**config.mk**
```make
export PLATFORM = sky130hd
export DESIGN_NAME = reg_file_2r1w
export DESIGN_NICKNAME = d
export VERILOG_FILES = /design/src/rtl/reg_file_2r1w.sv
export SDC_FILE = /design/constraint.sdc
export NUM_CORES = 2
export LEC_CHECK = 0
export BUFFER_PORTS_ARGS = -buffer_cell sky130_fd_sc_hd__buf_2
export CORE_MARGIN = 1.5
export CORE_UTILIZATION = 35
export CTS_CLUSTER_DIAMETER = 120
export DETAILED_ROUTE_END_ITERATION = 7
export HOLD_SLACK_MARGIN = 0.06
export PLACE_DENSITY = 0.54
export REMOVE_ABC_BUFFERS = 1
export SYNTH_ARGS = -nofsm -noshare
export SYNTH_HDL_FRONTEND = slang
export SYNTH_SLANG_ARGS = --single-unit
```
**constraint.sdc**
```tcl
create_clock -name clk -period 2.4 [get_ports clk]
set_input_delay 0.48 -clock clk [delete_from_list [all_inputs] [get_ports clk]]
set_output_delay 0.48 -clock clk [all_outputs]
set_load 0.01 [all_outputs]
```
**src/rtl/reg_file_2r1w.sv**
```systemverilog
// ============================================================================
//  Module   : reg_file_2r1w
//  Purpose  : 32-entry, two-read / one-write register file. Register 0 always
//             reads zero. An optional write-through bypass forwards a
//             same-cycle write onto the read ports.
//  Revision : 1.0 - initial release
// ============================================================================
`default_nettype none

module reg_file_2r1w #(
    parameter int DATA_W = 32,
    parameter int ADDR_W = 5,
    parameter bit BYPASS = 1'b1
) (
    input  logic              clk,
    input  logic              reset,
    input  logic              reg_write,
    input  logic [ADDR_W-1:0] write_reg,
    input  logic [DATA_W-1:0] write_data,
    input  logic [ADDR_W-1:0] read_reg1,
    input  logic [ADDR_W-1:0] read_reg2,
    output logic [DATA_W-1:0] read_data1,
    output logic [DATA_W-1:0] read_data2
);

    localparam int c_DEPTH = 2 ** ADDR_W;

    logic              w_wr_en;
    logic [DATA_W-1:0] w_mem [c_DEPTH];
    logic [DATA_W-1:0] w_stored1;
    logic [DATA_W-1:0] w_stored2;

    // A write is only effective out of reset and to a nonzero index; the same
    // qualifier gates the bypass, so r0 and reset cycles never forward.
    assign w_wr_en = !reset && reg_write && (write_reg != '0);

    // Entry 0 has no storage at all.
    assign w_mem[0] = '0;

    for (genvar i = 1; i < c_DEPTH; i++) begin : g_entry
        logic [DATA_W-1:0] r_q;

        always_ff @(posedge clk) begin
            if (reset) begin
                r_q <= '0;
            end else if (w_wr_en && (write_reg == ADDR_W'(i))) begin
                r_q <= write_data;
            end
        end

        assign w_mem[i] = r_q;
    end

    assign w_stored1 = w_mem[read_reg1];
    assign w_stored2 = w_mem[read_reg2];

    if (BYPASS) begin : g_bypass
        logic w_fwd1;
        logic w_fwd2;

        assign w_fwd1     = w_wr_en && (write_reg == read_reg1);
        assign w_fwd2     = w_wr_en && (write_reg == read_reg2);
        assign read_data1 = w_fwd1 ? write_data : w_stored1;
        assign read_data2 = w_fwd2 ? write_data : w_stored2;
    end else begin : g_no_bypass
        assign read_data1 = w_stored1;
        assign read_data2 = w_stored2;
    end

endmodule

`default_nettype wire

```
; ---- Yosys cells after proc, flatten, opt, wreduce, memory -nomap -nowiden
; Cells that the tools add are included.
[word_totals]
inputBits = 50
reg_bits = 992
word_cells = 113
out_inout_bits = 64
[classes]
eq_ne = 33
bitwise = 2
n_reduce_logical = 37
muxes = 8
magnitude_cmp = 2
[ops]
columns = cell, count
row1 = 32-bit binary-select mux with 5-bit select, 2
row2 = 32-bit 2-to-1 mux, 6
row3 = 5-bit equality test (second input constant), 16
row4 = 5-bit by 4-bit equality test with 1-bit output (second input constant), 8
row5 = 1-bit logical AND, 35
row6 = 5-bit by 3-bit equality test with 1-bit output (second input constant), 4
row7 = 6-bit greater-or-equal comparator (second input constant), 2
row8 = 5-bit NOT with 6-bit output, 2
row9 = 5-bit by 2-bit equality test with 1-bit output (second input constant), 2
row10 = 5-bit equality test, 2
row11 = 5-bit by 1-bit equality test with 1-bit output (second input constant), 1
row12 = 5-bit nonzero test, 1
row13 = 1-bit zero test, 1

; ---- Longest topological paths before layout
[logic_depth]
depth_word = 5
depth_mapped = 8
ltp_nobuf = 5

; ---- Least setup slack after synthesis
; Ideal clock, no wire load.
[synth_timing]
path_type = input to output
startpoint = input read_reg2[2]
endpoint = output read_data2[31]
arrival_ps = 2034
cell_stages = 8
path_buffers = 3
slack_ps = -114
required_ps = 1920
cell_sequence = buf_2 > nand2b_1 > clkbuf_1 > clkbuf_1 > o22ai_1 > a221oi_1 > o22ai_1 > o41ai_1
[synth_via]
elab_chain_len = 5
elab_cells_between_ends = 7
classes_between = eq/ne: 1 / mux: 4 / bitwise: 1 / reduce/logical: 1
[synth_rtl]
columns = element, line
row1 = from (decl), 21  ; input logic [ADDR_W-1:0] read_reg2,
row2 = 5-bit NOT with 6-bit output (not written as such), 55  ; assign w_stored2 = w_mem[read_reg2];
row3 = 32-bit binary-select mux with 5-bit select, 55
row4 = 32-bit 2-to-1 mux (not written as such) (2 in series), 55
row5 = 32-bit 2-to-1 mux *, 64  ; assign read_data2 = w_fwd2 ? write_data : w_stored2;
row6 = to (decl), 23  ; output logic [DATA_W-1:0] read_data2
; Every way passes the cells marked *; elsewhere a longest branch is shown, timed or not. The select of a mux whose other input is x is not followed.

; ---- Worst setup path in the final report
[layout_timing]
startpoint = input write_reg[1]
endpoint = output read_data2[19]
[layout_via]
elab_chain_len = 4
elab_cells_between_ends = 5
classes_between = eq/ne: 1 / mux: 1 / reduce/logical: 3
[layout_rtl]
columns = element, line
row1 = from (decl), 18  ; input logic [ADDR_W-1:0] write_reg,
row2 = 5-bit nonzero test, 35  ; assign w_wr_en = !reset && reg_write && (write_reg != '0);
row3 = 1-bit logical AND, 35
row4 = 1-bit logical AND *, 62  ; assign w_fwd2 = w_wr_en && (write_reg == read_reg2);
row5 = 32-bit 2-to-1 mux *, 64
; Every way passes the cells marked *; elsewhere a longest branch is shown, timed or not.

==> results.json <==
{
  "syn_area_um2": 52290,
  "die_area_um2": 151700,
  "drc": 0,
  "ys_async_sr_fraction": 0,
  "synth_top_area_frac": 0.3798,
  "worstPathMaxFanout": 7,
  "relSlewSlack": 0.2089,
  "utilization": 0.4724,
  "grt_max_degree": 228,
  "violations": "setup timing",
  "rows": 141,
  "worst_pin_slew_ps": 1187,
  "track_usage": 0.3009,
  "wire_per_inst_um": 26.50,
  "yosysUniqueCellTypes": 41,
  "grt_pass1_vias": 50220,
  "ys_seq_elements": 992,
  "status": "finished, violations left",
  "ctsLongestPathBuffers": 3,
  "overflow": 0,
  "crit_type": "primary input to primary output",
  "rsz0062_at_grt": "true",
  "routed_via_density": 5.888,
  "final_common_cell": "nand2_1",
  "grt_pass1_wl_um": 342700,
  "coreArea_um2": 148000,
  "cts_sinks": 992,
  "maxCapViolations": 0,
  "hold_viol": 0,
  "synthCells": 6683,
  "max_freq_mhz": 327.1,
  "seqCellArea_um2": 20100,
  "htreeDepth": 3,
  "clk_pin_slew_ps": 60,
  "die_x_um": 389.5,
  "synth_edf_count": 0,
  "ant_nets": 0,
  "cts_tree": "built",
  "dp_hpwl_um": 149300,
  "ys_seq_area_frac": 0.3798,
  "critical_path_arrival_ps": 2580,
  "gp_congestion": 0.9325,
  "syn_to_final_growth_pct": 33.71,
  "clk_latency_ps": 740,
  "drtIter0Drc": 6155,
  "reg2reg_slack_ps": 1570,
  "post-route-period-util": 1.274,
  "die_h_um": 389.5,
  "vias": 53230,
  "cts_buffers": 108,
  "ys_warn_count": 0,
  "antenna_found_initial": 7,
  "root_buffer": "clkbuf_16",
  "multi_input_area_um2": 33150,
  "irDropWorstVdd_mv": 0.6556,
  "slew_violations": 0,
  "power_leakage_nw": 25.53,
  "final_cell_mix": "nand2_1 (2103), a21oi_1 (999), dfxtp_1 (803)",
  "fin_tns_setup_ps": -32870,
  "largest_reg_flops": 992,
  "power.density_nw_per_um2": 579.1,
  "fin_ws_ps": -657.6,
  "start_kind": "primary input",
  "regMostFlops": "g_entry.r_q",
  "drtPass1Iterations": 6,
  "fill_cells": 13910,
  "hp-class": "primary input to flip-flop",
  "start_util": 0.3533,
  "critPathRequiredTime_ps": 1920,
  "layout.nets": 7069,
  "period_needed_ps": 3058,
  "synth_ff_type": "dfxtp_1",
  "fin_skew_ps": 0,
  "wirelength_um": 239600,
  "synth_area_leaders": "dfxtp_1 (38%), nand2_1 (15%), mux2i_1 (14%)",
  "worstSetupEndpointType": "primary output",
  "io_pins": 114,
  "io_buffers": 113,
  "synth_top_area_cell": "dfxtp_1",
  "setup_viol": 64,
  "top_regs": "g_entry.r_q: 992 flops",
  "drive_above_1_share": 0.2827,
  "postSynthAreaPerCell_um2": 7.825
}
## path summary, 6_finish.rpt
check | from | to | cells past startpoint
worst max-delay path | write_reg[1] | read_data2[19] | 12
worst min-delay path | write_data[4] | g_entry[4].r_q[4]$_SDFFE_PP0P_ | 3
worst max register to register | g_entry[28].r_q[20]$_SDFFE_PP0P_ | g_entry[28].r_q[20]$_SDFFE_PP0P_ | 4
worst min register to register | g_entry[23].r_q[3]$_SDFFE_PP0P_ | g_entry[23].r_q[3]$_SDFFE_PP0P_ | 2
## what timing repair did
item | CTS | global route
hold endpoints to repair | 25 | 0
hold buffers | 6 | 0
endpoints found under the setup margin | 64 | 64
setup buffers | 86 | 59
resized for setup | 731 | 253
pin swaps | 128 | 93
cloned | 19 | 11
## cells in the mapped netlist, types with 4 or more instances
| library cell | instances |
|---|---|
| xnor2_1 | 6 |
| o22ai_1 | 372 |
| buf_4 | 32 |
| buf_6 | 7 |
| o21ai_0 | 62 |
| a221oi_1 | 124 |
| xor2_1 | 4 |
| nor3_2 | 6 |
| buf_1 | 12 |
| nand3_1 | 26 |
| nand2b_1 | 18 |
| mux2i_1 | 706 |
| o41ai_1 | 4 |
| clkbuf_1 | 428 |
| or2_2 | 4 |
| o41ai_2 | 58 |
| a22oi_1 | 6 |
| nor3_1 | 63 |
| mux2_2 | 254 |
| nor2b_1 | 9 |
| a21oi_1 | 1000 |
| nor2_1 | 38 |
| buf_2 | 194 |
| a211oi_1 | 62 |
| nand2_1 | 2146 |
| clkbuf_2 | 29 |
| dfxtp_1 | 992 |
## routing by layer
| layer | vias up | global-route usage | part of all wire |
|---|---|---|---|
| li1 | 23940 | - | - |
| met1 | 25910 | 0.4043 | 0.41 |
| met2 | 2760 | 0.4581 | 0.43 |
| met3 | 612 | 0.05033 | 0.096 |
| met4 | 0 | 0.1643 | 0.061 |
| met5 | - | 0 | 0 |
## logic make-up (layout without fill, tap and decap cells)
kind of cell,count (synthesis),count (layout),share of synthesized area
AOI/OAI and AO/OA,1691,1691,0.1963
DFF,992,992,0.3798
other,0,3,0
buffers and inverters,703,1127,0.05917
and+or+nand+nor,2325,2325,0.1728
muxes,962,962,0.1903
xor gates and xnor gates,10,10,0.001675
## area by class of cell
| class | count | area share |
|---|---|---|
| sequential | 992 | 0.2874 |
| timing repair buffer | 929 | 0.1497 |
| tap | 1930 | 0.03454 |
| antenna | 3 | 0.0001074 |
| clock buffer | 154 | 0.04499 |
| clock inverter | 44 | 0.009091 |
| multi-input combinational | 4988 | 0.4742 |
## critical path: stages
cell and delay [ps]:
buf_6 90, or2_4 290, o41ai_4 230, buf_6 170
nor4_4 40, buf_4 140, buf_6 120, buf_12 120
buf_12 140, o41ai_4 450, buf_4 190, buf_6 90
## metrics by stage
step           power, mW  setup slack (ps)  cells  cell area [um2]  hold WS (ps)
4_1_cts            40.23            -655.4   8985            68300         66.94
5_1_grt            41.38            -660.3   9038            69910         99.54
3_5_place_dp       21.62            -818.2   8702            59940         458.6
3_3_place_gp       21.60            -863.6   8702            59940         449.4
2_1_floorplan      18.29             -1894   5980            49200         433.0
6_report           40.49            -657.6   9040            69920         113.3
## power by group
| group | total (mW) | switching, mW | internal, mW |
|---|---|---|---|
| sequential | 16.6 | 0.0523 | 16.5 |
| clock | 18.1 | 7.54 | 10.5 |
| combinational | 5.85 | 3.46 | 2.39 |
| total | 40.5 | 11.1 | 29.4 |
Note: power is estimated with default switching activity, not from simulation.
